`src/rtl/regfile_pkg.sv`:
```
// rtl/regfile_pkg.sv - shared constants and helpers for the scoreboarded register bank
// Contents:
//   DEF_DATA_W / DEF_ADDR_W / DEF_NUM_RD : default geometry of the bank
//   MAX_ADDR_W / MAX_NREGS / POP_W       : upper bound used by the popcount helper
//   nregs(addr_w)                        : number of registers for an address width
//   popcount(v)                          : number of set bits in a busy vector
package regfile_pkg;

    localparam int DEF_DATA_W = 32;
    localparam int DEF_ADDR_W = 4;
    localparam int DEF_NUM_RD = 2;

    // popcount works on a fixed-width vector; callers zero-extend their busy vector
    localparam int MAX_ADDR_W = 8;
    localparam int MAX_NREGS  = 1 << MAX_ADDR_W;
    localparam int POP_W      = MAX_ADDR_W + 1;

    function automatic int nregs(input int addr_w);
        return 1 << addr_w;
    endfunction

    function automatic logic [POP_W-1:0] popcount(input logic [MAX_NREGS-1:0] v);
        logic [POP_W-1:0] c;
        c = '0;
        for (int i = 0; i < MAX_NREGS; i++) begin
            c = c + POP_W'(v[i]);
        end
        return c;
    endfunction

endpackage

```
`src/rtl/regfile_rd_port.sv`:
```
// rtl/regfile_rd_port.sv - one combinational source port with write-through bypass and hazard flag
// Ports:
//   rd_addr   : source register select
//   mem_flat  : flattened storage, register n at [n*DATA_W +: DATA_W]
//   busy_vec  : scoreboard state
//   bwr       : per-register "being written this cycle" vector (r0 already excluded if zeroed)
//   wr_data   : writeback data forwarded on a bypass hit
//   rd_data   : source value
//   rd_hazard : source is busy and its writeback is not arriving this cycle
module regfile_rd_port
    import regfile_pkg::*;
#(
    parameter int DATA_W  = DEF_DATA_W,
    parameter int ADDR_W  = DEF_ADDR_W,
    parameter int ZERO_R0 = 0
) (
    input  logic [ADDR_W-1:0]                    rd_addr,
    input  logic [(1<<ADDR_W)*DATA_W-1:0]        mem_flat,
    input  logic [(1<<ADDR_W)-1:0]               busy_vec,
    input  logic [(1<<ADDR_W)-1:0]               bwr,
    input  logic [DATA_W-1:0]                    wr_data,
    output logic [DATA_W-1:0]                    rd_data,
    output logic                                 rd_hazard
);

    logic is_zero;
    logic hit;

    always_comb begin
        is_zero = (ZERO_R0 != 0) && (rd_addr == '0);
        hit     = bwr[rd_addr];
        if (is_zero) begin
            rd_data = '0;
        end else if (hit) begin
            rd_data = wr_data;
        end else begin
            rd_data = mem_flat[rd_addr*DATA_W +: DATA_W];
        end
        // a busy source whose result is on the writeback bus right now is already satisfied
        rd_hazard = busy_vec[rd_addr] && !hit;
    end

endmodule

```
`src/rtl/regfile_sb_bank.sv`:
```
// rtl/regfile_sb_bank.sv - parametrised register bank with bypassed read ports and busy scoreboard
// Ports:
//   clk, rst                  : clock, asynchronous active-high reset
//   wr_en, wr_addr, wr_data   : writeback port
//   rd_addr, rd_data          : NUM_RD packed source ports (port i at slice i)
//   rd_hazard                 : per-port RAW hazard
//   issue_valid, issue_dest   : instruction presented by decode
//   issue_ready               : instruction may issue this cycle (no RAW, no WAW)
//   busy_vec, busy_count      : scoreboard state and its popcount
module regfile_sb_bank
    import regfile_pkg::*;
#(
    parameter int DATA_W  = DEF_DATA_W,
    parameter int ADDR_W  = DEF_ADDR_W,
    parameter int NUM_RD  = DEF_NUM_RD,
    parameter int ZERO_R0 = 0
) (
    input  logic                        clk,
    input  logic                        rst,
    input  logic                        wr_en,
    input  logic [ADDR_W-1:0]           wr_addr,
    input  logic [DATA_W-1:0]           wr_data,
    input  logic [NUM_RD*ADDR_W-1:0]    rd_addr,
    output logic [NUM_RD*DATA_W-1:0]    rd_data,
    output logic [NUM_RD-1:0]           rd_hazard,
    input  logic                        issue_valid,
    input  logic [ADDR_W-1:0]           issue_dest,
    output logic                        issue_ready,
    output logic [(1<<ADDR_W)-1:0]      busy_vec,
    output logic [ADDR_W:0]             busy_count
);

    localparam int NREGS = nregs(ADDR_W);

    logic [DATA_W-1:0]       mem [NREGS];
    logic [NREGS*DATA_W-1:0] mem_flat;
    logic [NREGS-1:0]        busy_q;
    logic [NREGS-1:0]        busy_d;
    logic [NREGS-1:0]        bwr;
    logic [NREGS-1:0]        set_v;
    logic [ADDR_W:0]         count_q;
    logic                    wr_keep;
    logic                    waw;
    logic [MAX_NREGS-1:0]    pop_in;
    logic [POP_W-1:0]        pop_full;

    always_comb begin
        for (int n = 0; n < NREGS; n++) begin
            mem_flat[n*DATA_W +: DATA_W] = mem[n];
            bwr[n] = wr_en && (wr_addr == ADDR_W'(n)) && !((ZERO_R0 != 0) && (n == 0));
        end
        wr_keep = |bwr;
    end

    genvar gi;
    generate
        for (gi = 0; gi < NUM_RD; gi++) begin : g_rd
            regfile_rd_port #(
                .DATA_W (DATA_W),
                .ADDR_W (ADDR_W),
                .ZERO_R0(ZERO_R0)
            ) u_port (
                .rd_addr  (rd_addr[gi*ADDR_W +: ADDR_W]),
                .mem_flat (mem_flat),
                .busy_vec (busy_q),
                .bwr      (bwr),
                .wr_data  (wr_data),
                .rd_data  (rd_data[gi*DATA_W +: DATA_W]),
                .rd_hazard(rd_hazard[gi])
            );
        end
    endgenerate

    always_comb begin
        waw         = busy_q[issue_dest] && !bwr[issue_dest];
        issue_ready = issue_valid && !(|rd_hazard) && !waw;
        for (int n = 0; n < NREGS; n++) begin
            set_v[n] = issue_ready && (issue_dest == ADDR_W'(n)) && !((ZERO_R0 != 0) && (n == 0));
        end
        // set dominates clear so a same-cycle writeback and re-issue leaves the register busy
        busy_d = set_v | (busy_q & ~bwr);
        pop_in = '0;
        pop_in[NREGS-1:0] = busy_d;
        pop_full = popcount(pop_in);
    end

    always_ff @(posedge clk or posedge rst) begin
        if (rst) begin
            for (int n = 0; n < NREGS; n++) begin
                mem[n] <= '0;
            end
            busy_q  <= '0;
            count_q <= '0;
        end else begin
            busy_q  <= busy_d;
            count_q <= pop_full[ADDR_W:0];
            if (wr_keep) begin
                mem[wr_addr] <= wr_data;
            end
        end
    end

    assign busy_vec   = busy_q;
    assign busy_count = count_q;

endmodule

```
`config.mk`:
```
export PLATFORM = sky130hd
export DESIGN_NAME = regfile_sb_bank
export DESIGN_NICKNAME = d
export VERILOG_FILES = /design/src/rtl/regfile_pkg.sv /design/src/rtl/regfile_rd_port.sv /design/src/rtl/regfile_sb_bank.sv
export SDC_FILE = /design/constraint.sdc
export NUM_CORES = 1
export LEC_CHECK = 0
export CAP_MARGIN = 10
export CORE_MARGIN = 2
export CORE_UTILIZATION = 50
export DETAILED_ROUTE_END_ITERATION = 8
export PLACE_DENSITY = 0.68
export SLEW_MARGIN = 10
export SYNTH_ARGS = -nofsm -noshare
export SYNTH_HDL_FRONTEND = slang
export SYNTH_SLANG_ARGS = --single-unit
```
`constraint.sdc`:
```
create_clock -name clk -period 31.7 [get_ports clk]
set_clock_uncertainty 0.15 [all_clocks]
set_input_delay 4.755 -clock clk [delete_from_list [all_inputs] [get_ports clk]]
set_output_delay 4.755 -clock clk [all_outputs]
set_load 0.05 [all_outputs]
```
==> results of run 1 <==
kinds of logic after synthesis:
kind of cell    share of synthesized area, %
fa+ha+maj                              0.900
simple gates                            2.44
compound gates                          1.21
buf+inv                                 2.68
flops                                   45.7
xor+xnor                               0.360
mux                                     46.7
cell usage after synthesis (2+ instances only):
library cell,number
a31o_1,2
buf_4,2
mux4_2,329
nor4_2,2
nor2_1,11
ha_1,5
buf_2,13
inv_1,20
clkbuf_1,116
dfrtp_1,533
xor2_1,8
and3b_1,2
a211oi_1,4
a31oi_1,2
and2_1,5
a22oi_1,2
fa_1,10
a32o_1,11
a22o_1,3
xnor2_1,4
a32oi_1,4
a21oi_1,2
buf_6,2
mux4_1,2
nand2b_1,2
buf_1,44
mux2_2,545
nand2_1,110
mux2i_1,5
nand3_1,7
nor2b_1,10
and3_1,2
power by group through the flow:
stage | sequential (mW) | clock (mW) | combinational [mW]
after floorplan | 0.964 | 0 | 0.601
after global placement | 0.962 | 0 | 0.807
after detailed placement | 0.975 | 0 | 0.824
after CTS | 0.964 | 0.702 | 0.828
after global routing | 0.989 | 0.734 | 0.880
final | 0.967 | 0.691 | 0.825
sequential cells by signal, summed over array words and instances (netlist names):
name and cells:
mem 512, busy_count 5, busy_vec 16
metal layers:
layer | global-route usage, % | wire (um) | vias up
met2 | 42.9 | 38000 | 602
li1 | - | - | 7267
met3 | 4.99 | 4770 | 149
met5 | 0 | 27 | -
met1 | 37.2 | 32800 | 9563
met4 | 7.83 | 2180 | 4
worst max path at each step:
stage,start,endpoint,slack (ps),cells past startpoint
final,rd_addr[0],rd_data[0],17750,7
after global routing,rd_addr[0],rd_data[19],17470,7
after CTS,rd_addr[0],rd_data[19],17630,7
after detailed placement,rd_addr[0],rd_data[19],17630,7
after global placement,rd_addr[0],rd_data[19],17650,7
after floorplan,rst,busy_count[0],11900,1
layout make-up:
class | instances | area [um^2]
clock buffer | 88 | 1730
clock inverter | 15 | 211
fill | 4490 | 24500
inverter | 21 | 86.3
multi-input combinational | 1107 | 15200
sequential | 533 | 13300
tap | 765 | 957
timing repair buffer | 178 | 1680
stage by stage:
| step | utilization, % | setup slack (ps) | power (mW) | hold WS (ps) | area (um^2) |
|---|---|---|---|---|---|
| after floorplan | - | 11900 | 1.56 | 307 | 29200 |
| after detailed placement | 54.1 | 17630 | 1.80 | 334 | 31200 |
| after global placement | 54.1 | 17650 | 1.77 | 321 | 31200 |
| after global routing | 57.5 | 17470 | 2.60 | 361 | 33200 |
| after CTS | 57.5 | 17630 | 2.49 | 349 | 33200 |
| final | 57.5 | 17750 | 2.48 | 348 | 33200 |
worst reg2reg max path, stage by stage, from the launching register on:
cell       delay (ps)
dfrtp_1           470
mux4_1            520
mux2_2            290
a221oi_2          230
a2111oi_1         120
a2111oi_4         390
buf_4             340
a22oi_1           160
fa_1              600
inv_1              50
fa_1              470
fa_1              560
inv_1              60
fa_1              480
inv_1              80
ha_1              230
inv_1              90
fa_1              460
nor2b_1           120
o21a_1            110
==> flow_metrics.py, run 1 <==
metrics = {
    "status": {
        "status": "finished clean",
    },
    "min_path": {
        "hp-class": "flop to flop",
        "hold_start": "mem[135]",
        "whs_endpoint": "mem[135]",
        "worstHoldPathCells": 2,
    },
    "route": {
        "drt_first_pass_iters": 5,
        "ant_nets": 0,
        "vias": 17585,
        "drt_iter0_drc": 1379,
        "drt_wl_total_mm": 77.8,
        "routed_via_density": 6.50,
        "drc": 0,
        "post_drt_wl_per_cell_um": 28.7,
    },
    "grt": {
        "grt_usage_pct": 26.7,
        "gr-total-overflow": 0,
        "antenna_found_initial": 2,
        "grt_max_degree": 93,
        "grt_pass1_vias": 18602,
        "grt_pass1_wl_mm": 120,
    },
    "sta": {
        "fin_tns_setup_ps": 0,
        "finalCritPeriodShare_pct": 44.0,
        "worst_slew_pin_slew_ps": 1170,
        "max_freq_ghz": 0.0717,
        "final-hold-violation-count": 0,
        "rsz0062_at_grt": "no",
        "setup_viol": 0,
        "period_needed_ps": 13950,
        "slew_violations": 0,
        "timing.slew.headroom_pct": 21.9,
    },
    "power": {
        "swShare_pct": 31.6,
        "comb_power_share_pct": 33.2,
        "power_frac_clock_pct": 27.8,
        "leakage_nw": 13.6,
        "internal_power_mw": 1.70,
        "power.switching_uw": 784,
        "vdd_drop_max_mv": 0.0543,
        "seqPwrFrac_pct": 39.0,
        "p_per_area_nw_per_um2": 74.8,
    },
    "yosys": {
        "synth.avg_cell_area_um2": 15.9,
        "synth_area_leaders": "dfrtp_1 46%, mux4_2 25%, mux2_2 21%",
        "async_flop_share_pct": 100,
        "ys.flop_type": "dfrtp_1",
        "synth_top_cell_by_area": "dfrtp_1",
        "synth_edf_count": 0,
        "synth_nets": 1905,
        "netlist_area_um2": 29200,
        "synth.distinct_cells": 51,
        "syn_inst": 1838,
        "ys_ff_latch": 533,
        "synth.top_cell.area_share_pct": 45.7,
        "ys_warn_count": 0,
        "yosysSeqAreaShare_pct": 45.7,
    },
    "floorplan": {
        "ios": 140,
        "core_um2": 57700,
        "die_x_um": 246,
        "placementRows": 88,
        "start_util_pct": 50.6,
        "die_area_um2": 60400,
        "dieHeight_um": 246,
    },
    "worst_setup_path": {
        "start_kind": "primary input",
        "endpoint_kind": "output port",
        "r2r_setup_slack_ps": 25640,
        "critPathBufInv": 4,
        "crit_chain": "clkbuf_8 > buf_4 > buf_4 > mux4_2 > mux4_2 > mux2_2 > clkdlybuf4s50_1",
        "crit_family": "buffers and inverters",
        "cp_slowest_cell": "buf_4",
        "cp.arrival_ps": 9050,
        "worstPathMaxFanout": 53,
        "reg2reg_depth": 19,
        "critical_path_class": "primary input to output port",
        "crit_required_ps": 26800,
        "r2r_start": "busy_vec[12]",
        "critPathMaxStageDelay_ps": 800,
        "reg2reg_to": "busy_count[4]",
    },
    "clocking": {
        "htreeDepth": 2,
        "cts_setup_buffers": 0,
        "cts.reportedPaths.clkPinSlew_ps": 60,
        "post_cts_resized": 0,
        "hold_buffers": 0,
        "insertion_delay_ps": 610,
        "cts_root_buffer": "clkbuf_16",
        "cts_sinks": 533,
        "cts_buffers": 57,
        "cts_tree": "done",
        "clockBufferDepth": 3,
    },
    "finish": {
        "finalNonFillerCells": 2707,
        "mostFrequentLayoutCells": "545 x mux2_2, 533 x dfrtp_1, 329 x mux4_2",
        "nNetsFinal": 1965,
        "layout_commonest_cell": "mux2_2",
        "area_growth_pct": 13.6,
        "drive_gt1_share_pct": 53.2,
        "antenna-diode-count": 0,
    },
    "placement": {
        "portBuffers": 139,
        "placed_cells": 2604,
        "routabilityCongestion": 0.872,
        "dpl.hpwl_mm": 42.5,
    },
    "run": {
        "cap_violations": 0,
    },
}
Power figures use the tool's default switching activity.
==> inputs of run 2 (changes only) <==
==> constraint.sdc (replaced) <==
create_clock -name clk -period 14.13 [get_ports clk]
set_clock_uncertainty 0.15 [all_clocks]
set_input_delay 2.1195 -clock clk [delete_from_list [all_inputs] [get_ports clk]]
set_output_delay 2.1195 -clock clk [all_outputs]
set_load 0.05 [all_outputs]
==> run 2 against run 1 <==
Against the previous run:
- global-route usage grew 0.15 points
- largest power group unchanged
- first-iteration DRC count shrank 3.3%
- sequential cell count is the same
- wire length grew 0.70%
- clock power grew 130%
- design area is essentially flat
- via count is essentially flat
- core utilization is essentially flat
- power grew 120%
- sequential power grew 130%
- non-clock buffer count shrank 3
- setup slack lost 12000 ps
==> flow_metrics.py, run 2 (same netlist as run 1, synthesis figures left out) <==
metrics = {
    "status": {
        "status": "finished clean",
    },
    "worst_setup_path": {
        "crit_chain": "buf_6 > buf_4 > buf_4 > mux4_2 > mux4_2 > mux2_2 > clkdlybuf4s50_1",
        "endpoint_kind": "output port",
        "crit_required_ps": 11860,
        "critical_path_class": "primary input to output port",
        "cp_slowest_cell": "buf_4",
        "cp.arrival_ps": 6300,
        "start_kind": "primary input",
        "critPathMaxStageDelay_ps": 860,
        "worstPathMaxFanout": 54,
    },
    "placement": {
        "dpl.hpwl_mm": 41.3,
        "routabilityCongestion": 0.861,
        "portBuffers": 139,
    },
    "sta": {
        "rsz0062_at_grt": "no",
        "timing.slew.headroom_pct": 22.3,
        "fin_tns_setup_ps": 0,
        "slew_violations": 0,
        "finalCritPeriodShare_pct": 60.7,
        "setup_viol": 0,
        "worst_slew_pin_slew_ps": 1160,
        "period_needed_ps": 8570,
        "hold_slack_ps": 345,
        "max_freq_ghz": 0.117,
        "final-hold-violation-count": 0,
    },
    "power": {
        "p_per_area_nw_per_um2": 167,
        "seqPwrFrac_pct": 39.2,
        "internal_power_mw": 3.78,
        "vdd_drop_max_mv": 0.110,
        "leakage_nw": 13.6,
        "comb_power_share_pct": 32.8,
        "power_frac_clock_pct": 28.0,
        "power.switching_mw": 1.77,
        "swShare_pct": 31.9,
    },
    "floorplan": {
        "ios": 140,
        "die_area_um2": 60400,
        "dieHeight_um": 246,
        "die_x_um": 246,
        "placementRows": 88,
        "start_util_pct": 50.6,
        "core_um2": 57700,
    },
    "finish": {
        "largest_register_ffs": 512,
        "drive_gt1_share_pct": 53.1,
        "area_growth_pct": 13.6,
        "multi_input_area_um2": 15200,
        "mostFrequentLayoutCells": "545 x mux2_2, 533 x dfrtp_1, 329 x mux4_2",
        "regMostFlops": "mem",
        "layout_commonest_cell": "mux2_2",
        "seqCellArea_um2": 13300,
        "nFillCells": 4503,
        "nNetsFinal": 1963,
    },
    "route": {
        "drt_first_pass_iters": 6,
        "drt-met1-wl_mm": 32.7,
        "drt_iter0_drc": 1334,
        "highest_layer": "met5",
        "drc": 0,
        "drt_wl_total_mm": 78.4,
        "routed_via_density": 6.50,
        "route.met2.wl_mm": 39.2,
        "wl_met3_mm": 4.68,
        "vias": 17602,
        "ant_nets": 0,
        "post_drt_wl_per_cell_um": 28.9,
    },
    "grt": {
        "antenna_found_initial": 4,
        "grt_pass1_wl_mm": 121,
        "grt_usage_pct": 26.8,
        "grt_max_degree": 168,
        "gr-total-overflow": 0,
        "grt_pass1_vias": 18721,
    },
    "clocking": {
        "htreeDepth": 2,
        "cts_root_buffer": "clkbuf_16",
        "cts_sinks": 533,
        "post_cts_resized": 0,
        "cts_setup_buffers": 0,
        "cts_tree": "done",
        "clockBufferDepth": 3,
        "insertion_delay_ps": 630,
        "cts_buffers": 58,
        "cts.reportedPaths.clkPinSlew_ps": 60,
        "hold_buffers": 0,
    },
    "run": {
        "cap_violations": 0,
    },
    "min_path": {
        "hp-class": "flop to flop",
    },
}
-- run 2: power by group through the flow --
stage	registers (mW)	clock network (mW)	logic [mW]
after detailed placement	2.20	0	1.84
after global placement	2.16	0	1.80
final	2.18	1.56	1.82
after global routing	2.23	1.65	1.95
after CTS	2.17	1.58	1.84
after floorplan	2.16	0	1.35
-- run 2: worst max-delay path: cells and delay by family --
| kind | cells | cell delay (ps) |
|---|---|---|
| muxes | 3 | 1370 |
| buffers and inverters | 4 | 2680 |
-- run 2: cell type report --
type	count	area share (%)
Antenna cell	1	0.00754
Clock buffer	90	5.22
Clock inverter	18	0.660
Inverter	21	0.249
Multi-Input combinational cell	1107	45.7
Sequential cell	533	40.2
Tap cell	765	2.88
Timing Repair Buffer	175	5.04
-- run 2: path summary, 6_finish.rpt --
check | depth (start not counted) | slack, ps | to | from
hold / removal | 2 | 340 | mem[129] | mem[129]
max in group asynchronous | 5 | 9380 | mem[300] | rst
setup / recovery | 7 | 5560 | rd_data[30] | rd_addr[1]
hold reg to reg | 2 | 340 | mem[129] | mem[129]
min in group asynchronous | 3 | 1880 | busy_count[2] | rst
setup reg to reg | 19 | 8300 | busy_count[4] | busy_vec[14]
-- run 2: per-stage QoR --
stage / instance area [um^2] / std cells / worst slack [ps] / total power [mW] / utilization (%)
after floorplan: 29200 / 1838 / 4610 / 3.51 / -
after global placement: 31200 / 2601 / 5630 / 3.96 / 54.1
after detailed placement: 31200 / 2601 / 5590 / 4.03 / 54.1
after CTS: 33200 / 2709 / 5580 / 5.60 / 57.5
after global routing: 33200 / 2709 / 5450 / 5.83 / 57.5
final: 33200 / 2710 / 5560 / 5.55 / 57.5
-- run 2: metal layers --
metal,vias up,GRT usage (%)
li1,7271,-
met4,6,6.92
met5,-,0
met3,121,5.10
met1,9685,36.7
met2,519,44.4
==> inputs of run 3 (changes only) <==
==> constraint.sdc (replaced) <==
create_clock -name clk -period 8.7 [get_ports clk]
set_clock_uncertainty 0.15 [all_clocks]
set_input_delay 1.305 -clock clk [delete_from_list [all_inputs] [get_ports clk]]
set_output_delay 1.305 -clock clk [all_outputs]
set_load 0.05 [all_outputs]
==> run 3 against run 2 <==
Against the previous run:
- clock power is 55% higher
- setup slack got worse by 4100 ps
- sequential power rose by 62%
- register-to-register slack got worse by 5800 ps
- critical path type is now primary input to flop
- via count fell by 0.57%
==> flow_metrics.py, run 3 (same netlist as run 1, synthesis figures left out) <==
metrics = {
    "status": {
        "status": "finished clean",
    },
    "worst_setup_path": {
        "crit_chain": "clkdlybuf4s50_1 > mux4_1 > mux2_2 > a221oi_2 > a2111oi_1 > a2111oi_4 > a22oi_1 > fa_1 > inv_1 > fa_1 > fa_1 > inv_1 > fa_1 > inv_1 > ha_1 > inv_1 > fa_1 > nor2b_1 > o21a_1",
        "cp_slowest_cell": "a2111oi_4",
        "crit_top_cell": "fa_1",
        "r2r_start": "busy_vec[6]",
        "reg2reg_depth": 18,
        "endpoint_kind": "flop",
        "critPathMaxStageDelay_ps": 950,
        "start_kind": "primary input",
        "worstPathMaxFanout": 17,
        "critical_path_class": "primary input to flop",
        "reg2reg_to": "busy_count[4]",
        "cp.arrival_ps": 7670,
        "crit_required_ps": 9100,
        "r2r_setup_slack_ps": 2500,
    },
    "grt": {
        "grt_max_degree": 144,
        "grt_usage_pct": 26.8,
        "grt_pass1_wl_mm": 120,
        "gr-total-overflow": 0,
        "grt_pass1_vias": 19014,
        "antenna_found_initial": 1,
    },
    "min_path": {
        "hold_start": "mem[141]",
        "hp-class": "flop to flop",
        "whs_endpoint": "mem[141]",
        "worstHoldPathCells": 2,
    },
    "power": {
        "vdd_drop_max_mv": 0.308,
        "leakage_nw": 13.5,
        "power_mw": 8.91,
        "p_per_area_nw_per_um2": 269,
    },
    "clocking": {
        "htreeDepth": 2,
        "cts_root_buffer": "clkbuf_16",
        "cts.reportedPaths.clkPinSlew_ps": 60,
        "cts_buffers": 57,
        "cts_tree": "done",
        "cts_sinks": 533,
        "hold_buffers": 0,
        "post_cts_resized": 0,
        "cts_setup_buffers": 0,
        "clockBufferDepth": 3,
        "insertion_delay_ps": 620,
    },
    "floorplan": {
        "ios": 140,
        "core_um2": 57700,
        "placementRows": 88,
        "die_x_um": 246,
        "dieHeight_um": 246,
        "start_util_pct": 50.6,
        "die_area_um2": 60400,
    },
    "finish": {
        "finalNonFillerCells": 2704,
        "mostFrequentLayoutCells": "545 x mux2_2, 533 x dfrtp_1, 329 x mux4_2",
        "drive_gt1_share_pct": 52.9,
        "regMostFlops": "mem",
        "nNetsFinal": 1964,
        "layout_commonest_cell": "mux2_2",
        "final_util_pct": 57.4,
        "area_growth_pct": 13.4,
        "nFillCells": 4577,
        "stdcell_area_um2": 33100,
        "largest_register_ffs": 512,
    },
    "route": {
        "vias": 17502,
        "drc": 0,
        "ant_nets": 0,
        "routed_via_density": 6.47,
        "drt_first_pass_iters": 5,
        "post_drt_wl_per_cell_um": 28.9,
        "drt_wl_total_mm": 78.2,
        "drt_iter0_drc": 1354,
    },
    "sta": {
        "timing.slew.headroom_pct": 29.6,
        "period_needed_ps": 7270,
        "final-hold-violation-count": 0,
        "hold_slack_ps": 344,
        "slew_violations": 0,
        "setup_viol": 0,
        "max_freq_ghz": 0.138,
        "rsz0062_at_grt": "no",
        "worst_slew_pin_slew_ps": 1060,
        "finalCritPeriodShare_pct": 83.5,
    },
    "placement": {
        "dpl_cell_area_um2": 31300,
        "dpl.hpwl_mm": 41.4,
        "routabilityCongestion": 0.859,
        "portBuffers": 139,
        "placed_cells": 2603,
    },
    "run": {
        "cap_violations": 0,
    },
}
==> run 3: cell types whose count changed in the layout (fill, tap and decap cells not counted), moves of 2 or more <==
| cell | before | now |
|---|---|---|
| clkinv_2 | 10 | 4 |
| clkinv_8 | 2 | 0 |
| bufinv_16 | 4 | 2 |
| buf_12 | 1 | 4 |
==> run 3: worst max-delay path by stage <==
stage / start / to / cells after the start
after floorplan: rst / busy_count[0] / 1
after detailed placement: issue_dest[1] / busy_count[4] / 19
final: issue_dest[1] / busy_count[4] / 19
after CTS: issue_dest[1] / busy_count[4] / 19
after global routing: issue_dest[1] / busy_count[4] / 19
after global placement: issue_dest[1] / busy_count[4] / 19
==> run 3: layout make-up <==
type / instances / area (um^2) / share of cell area, %
antenna: 1 / 2.50 / 0.00755
clock buffer: 91 / 1750 / 5.27
clock inverter: 9 / 105 / 0.317
inverter: 21 / 82.6 / 0.249
multi-input combinational: 1107 / 15200 / 45.8
sequential: 533 / 13300 / 40.3
tap: 765 / 957 / 2.89
timing repair buffer: 177 / 1720 / 5.20
==> run 3: metal layers <==
| layer | wire, um | vias up | share of wire, % | track usage [%] |
|---|---|---|---|---|
| li1 | - | 7251 | - | - |
| met1 | 32200 | 9647 | 41 | 35.6 |
| met2 | 39500 | 480 | 51 | 45.5 |
| met3 | 4240 | 124 | 5.4 | 4.69 |
| met4 | 2190 | 0 | 2.8 | 7.90 |
| met5 | 0 | - | 0 | 0 |
==> run 3: power by group <==
| group | switching, mW | total (mW) | internal, mW |
|---|---|---|---|
| Clock | 1.00 | 2.42 | 1.42 |
| Combinational | 1.38 | 2.96 | 1.58 |
| Sequential | 0.452 | 3.53 | 3.08 |
| Total | 2.83 | 8.91 | 6.08 |
==> run 3: critical path, delay by kind of cell <==
family | cells | cell delay (ps)
and+or+nand+nor | 1 | 130
muxes | 2 | 900
AOI/OAI and AO/OA | 5 | 1640
adders and majority gates | 6 | 2630
buffers and inverters | 5 | 1060
==> run 3: per-stage QoR <==
step                      setup TNS [ps]  worst slack, ps
after floorplan                     -567            -1.06
after global placement                 0              977
after detailed placement               0              847
after CTS                              0             1510
after global routing                   0             1080
final                                  0             1430
